File: src/rtl/uart_rx_fifo.sv
// Receive byte buffer behind the UART receiver: captures strobed bytes into a circular
// buffer and presents them over a first-word-fall-through valid/ready interface.
module uart_rx_fifo #(
    parameter int unsigned DEPTH = 16,
    localparam int unsigned AW = $clog2(DEPTH)
) (
    input  logic          i_clk,
    input  logic          i_rst,
    input  logic          i_rx_strobe,
    input  logic [7:0]    i_rx_byte,
    input  logic          i_flush,
    input  logic [AW:0]   i_watermark,
    output logic [7:0]    o_data,
    output logic          o_valid,
    input  logic          i_ready,
    output logic [AW:0]   o_count,
    output logic          o_full,
    output logic          o_wm_irq,
    output logic          o_overrun,
    input  logic          i_clr_overrun
);

    localparam logic [AW:0] LP_FULL = (AW + 1)'(DEPTH);

    logic [7:0]    r_mem [DEPTH];
    logic [AW-1:0] r_wptr;
    logic [AW-1:0] r_rptr;
    logic [AW:0]   r_count;
    logic          r_overrun;

    logic w_full;
    logic w_valid;
    logic w_take;
    logic w_push;
    logic w_pop;
    logic w_drop;

    always_comb begin
        w_full  = (r_count == LP_FULL);
        w_valid = (r_count != '0);
        w_take  = w_valid & i_ready;
        // Flush swallows any same-cycle push or pop, and a flushed push is not a drop.
        w_pop   = w_take & ~i_flush;
        w_push  = i_rx_strobe & ~i_flush & (~w_full | w_take);
        w_drop  = i_rx_strobe & ~i_flush & w_full & ~w_take;
    end

    always_ff @(posedge i_clk) begin
        if (w_push) begin
            r_mem[r_wptr] <= i_rx_byte;
        end
    end

    always_ff @(posedge i_clk or posedge i_rst) begin
        if (i_rst) begin
            r_wptr    <= '0;
            r_rptr    <= '0;
            r_count   <= '0;
            r_overrun <= 1'b0;
        end else begin
            if (i_flush) begin
                r_wptr  <= '0;
                r_rptr  <= '0;
                r_count <= '0;
            end else begin
                if (w_push) begin
                    r_wptr <= r_wptr + AW'(1);
                end
                if (w_pop) begin
                    r_rptr <= r_rptr + AW'(1);
                end
                case ({w_push, w_pop})
                    2'b10:   r_count <= r_count + (AW + 1)'(1);
                    2'b01:   r_count <= r_count - (AW + 1)'(1);
                    default: r_count <= r_count;
                endcase
            end
            if (w_drop) begin
                r_overrun <= 1'b1;
            end else if (i_clr_overrun) begin
                r_overrun <= 1'b0;
            end
        end
    end

    always_comb begin
        o_data    = w_valid ? r_mem[r_rptr] : 8'h00;
        o_valid   = w_valid;
        o_count   = r_count;
        o_full    = w_full;
        o_overrun = r_overrun;
        o_wm_irq  = (i_watermark != '0) && (r_count >= i_watermark);
    end

endmodule

File: config.mk
export PLATFORM = sky130hd
export DESIGN_NAME = uart_rx_fifo
export DESIGN_NICKNAME = d
export VERILOG_FILES = /design/src/rtl/uart_rx_fifo.sv
export SDC_FILE = /design/constraint.sdc
export NUM_CORES = 1
export LEC_CHECK = 0
export CORE_MARGIN = 2
export CORE_UTILIZATION = 33
export DETAILED_ROUTE_END_ITERATION = 16
export PLACE_DENSITY = 0.52
export SLEW_MARGIN = 10
export SYNTH_ARGS = -nofsm -noshare
export SYNTH_HDL_FRONTEND = slang
export SYNTH_SLANG_ARGS = --single-unit
File: constraint.sdc
create_clock -name i_clk -period 2.8 [get_ports i_clk]
set_input_delay 0.28 -clock i_clk [delete_from_list [all_inputs] [get_ports i_clk]]
set_output_delay 0.28 -clock i_clk [all_outputs]
set_load 0.05 [all_outputs]
==> metrics.md <==
| Metric | Value |
|---|---|
| Status | `completed` |
| Worst r2r path cells | `10` |
| Slowest stage delay, CP | `0.81 ns` |
| CTS Root Cell | `clkbuf_16` |
| Worst skew pair latency | `0.41 ns` |
| Crit path launch type | `flop` |
| Hold Vio Cnt, Final | `0` |
| GRT Overall Usage | `13.4%` |
| RSZ-0062 raised after global routing | `false` |
| Critical path type | `reg -> out` |
| Largest net degree at the start of global routing | `36` |
| Yosys reg bits | `142` |
| Worst setup EP type | `primary output` |
| Post-Syn Instances | `344` |
| Global-route wire length before repair | `19.4 mm` |
| Sequential share of the synthesized area | `69.5%` |
| Instance count on the critical path | `4` |
| Worst slew pin tran | `0.590 ns` |
| Final Max Tran Viols | `0` |
| Hold Buf Count CTS | `0` |
| Fraction of layout instances using a drive strength above 1 | `25.0%` |
| I/O pin total | `36` |
| Area of the die | `19400 µm²` |
| Syn nets | `375` |
| CTS tree | `built` |
| Post-CTS Setup Bufs | `0` |
| Vias in the first global route | `3414` |
| Clk slew on worst S/H paths | `0.06 ns` |
| Setup_tns | `0 ns` |
| Worst Path Arrival | `2.37 ns` |
| Crit Path Max Fanout | `6` |
| Die span in y | `139 µm` |
| DRC viols | `0` |
| Worst Skew | `0.00552 ns` |
| Diodes inserted | `0` |
| Time the worst path needs with I/O delays and setup | `2.65 ns` |
| Worst reg-to-reg setup slack | `0.50 ns` |
| Max Cap Violations | `0` |
| Syn Std Cell Area | `6030 µm²` |
| Area contributors post-synth | `edfxtp_1, mux4_2, dfrtp_1, mux2i_1, ha_1` |
| Vias per inst | `4.98` |
| Worst Path Buf+Inv | `2` |
| Die Wd | `139 µm` |
| Clk buf depth | `2` |
| Iter 0 DRT Violations | `215` |
| Final nets | `434` |
| GP Congestion | `0.768` |
| Worst Hold Slack | `0.243 ns` |
| Synth-to-Final Area Change | `23.9%` |
| CTS Buf Count | `17` |
| Initial antenna violation count | `0` |
| Std cell rows | `49` |
| Post-Syn Area per Cell | `17.5 µm²` |
| H-tree depth | `4` |
| Number of distinct library cells after synthesis | `42` |
| Starting density of the core | `33.6%` |
| PnR worst setup slack | `0.153 ns` |
| WL/cell | `19.0 µm` |
| P_leak | `2.50 nW` |
| Core area | `18000 µm²` |
| Fin crit share | `94.5%` |
| Slowest CP cell | `clkdlybuf4s50_1` |
| Cell Chain, Critical Path | `nor4_4, buf_4, and2_1, clkdlybuf4s50_1` |
| Pre-Repair DR Iteration Count | `4` |
| Hold Path Class | `in -> async` |
| Synth top area share | `63.7%` |
| Max Freq | `378 MHz` |
| Critical Path RT | `2.52 ns` |
| Number of routed nets with antenna violations | `0` |
| IR Drop Worst-Case VDD | `0.924 mV` |
| Yosys warns | `0` |
| Post-CTS sizing | `0` |
| Post-DP HPWL | `8.03 mm` |
| Setup violations, final | `0` |
| Vias | `3209` |
| I/O Buffers | `35` |
| DP Worst Slack | `0.243 ns` |
| Final WL | `12.3 mm` |
| Slew headroom | `60.5%` |
| Cell Pwr Density | `928 nW/µm²` |
| Clk sinks | `142` |
| Final Util | `41.6%` |
| Synth area leader | `edfxtp_1` |
| Gr ovfl total | `0` |
| Cell family with most CP delay | `buffers and inverters` |
[worst register-to-register path, stage by stage (launching register included)]
cell,delay [ns]
dfrtp_1,0.48
nor4_4,0.34
nand2_4,0.15
nand2b_4,0.10
o21ai_0,0.08
ha_1,0.25
or3_1,0.33
a21oi_1,0.18
o22ai_2,0.09
xnor2_1,0.14
nor2_1,0.05
[per-layer routing]
metal	vias up	track usage, %	routed length (µm)	share of wire [%]
met5	-	0	0	0
met3	10	3.87	505	4.1
met1	1666	17.5	5600	46
met2	65	22.0	6060	49
li1	1468	-	-	-
met4	0	3.99	88	0.72
[kinds of logic (layout without fill, tap and decap cells)]
| family | Yosys count | count (layout) | share of synthesized area, % |
|---|---|---|---|
| flip-flops | 142 | 142 | 69.5 |
| AO/OA/AOI/OAI | 31 | 31 | 3.36 |
| AND/OR/NAND/NOR | 68 | 68 | 6.24 |
| buffers and inverters | 34 | 106 | 2.43 |
| XOR/XNOR | 8 | 8 | 1.16 |
| multiplexers | 49 | 49 | 14.8 |
| adder cells (fa/ha/maj) | 12 | 12 | 2.49 |
[final cells by class]
| type | count | area, µm² |
|---|---|---|
| Inverter | 16 | 60.1 |
| Timing Repair Buffer | 58 | 638 |
| Sequential cell | 142 | 4200 |
| Tap cell | 229 | 287 |
| Fill cell | 1598 | 10500 |
| Clock buffer | 18 | 429 |
| Clock inverter | 14 | 168 |
| Multi-Input combinational cell | 168 | 1700 |
[through the flow]
step                      cells  instance area, µm²  power [W]
after global routing        645                7470    0.00725
after CTS                   645                7470    0.00702
after floorplan             344                6040    0.00391
after detailed placement    613                6880    0.00477
final                       645                7470    0.00693
after global placement      613                6880    0.00476
[cells in the mapped netlist]
cell type    n
edfxtp_1   128
mux4_2      32
inv_1       16
mux2i_1     16
nor2_1      15
dfrtp_1     14
ha_1        12
nand2_1     12
nor3_1      10
o22ai_1     10
a21oi_1      9
buf_2        8
nand3_1      8
clkbuf_1     7
and2_1       5
o21ai_0      5
xnor2_1      4
xor2_1       4
nand2b_1     3
nand3b_1     2
nor2b_1      2
or3_1        2
a211oi_2     1
a21o_1       1
a31o_2       1
and3_1       1
buf_1        1
buf_6        1
clkbuf_2     1
mux2_2       1
nand2_2      1
nand2b_4     1
nor3b_1      1
nor4_2       1
nor4_4       1
o211ai_1     1
o22ai_2      1
o31a_2       1
o41a_1       1
or3b_1       1
or4_1        1
or4bb_1      1
[path summary, 6_finish.rpt]
kind                                    start          to
worst max-delay path               o_count[3]      o_full
worst min-delay path                    i_rst   r_rptr[1]
worst max register to register     o_count[3]  o_count[4]
worst min register to register      o_overrun   o_overrun
max in group asynchronous               i_rst   r_rptr[0]
min in group i_clk              i_clr_overrun   o_overrun
[state kept, by name, indices dropped and copies added, names as in the netlist]
signal	count
r_rptr	4
r_mem	128
o_count	5
r_wptr	4
o_overrun	1
[where the power goes]
group / switching, W / leakage, nW / total, W / internal, W
Combinational: 0.00120 / 0.867 / 0.00223 / 0.00103
Sequential: 0.0000924 / 1.34 / 0.00246 / 0.00237
Clock: 0.000839 / 0.293 / 0.00224 / 0.00140
[layout by cell type, fill, tap and decap left out, types with 5 or more instances in the layout]
cell type and n:
o21ai_0 5, a21oi_1 9, and2_1 5, nand2_1 12
nor2_1 15, inv_1 16, edfxtp_1 128, o22ai_1 10
clkdlybuf4s50_1 26, clkbuf_16 17, dfrtp_1 13, nor3_1 10
mux2i_1 16, mux4_2 32, buf_4 21, buf_12 11
ha_1 12, nand3_1 8
No activity file was read; power rests on OpenSTA's default activity.
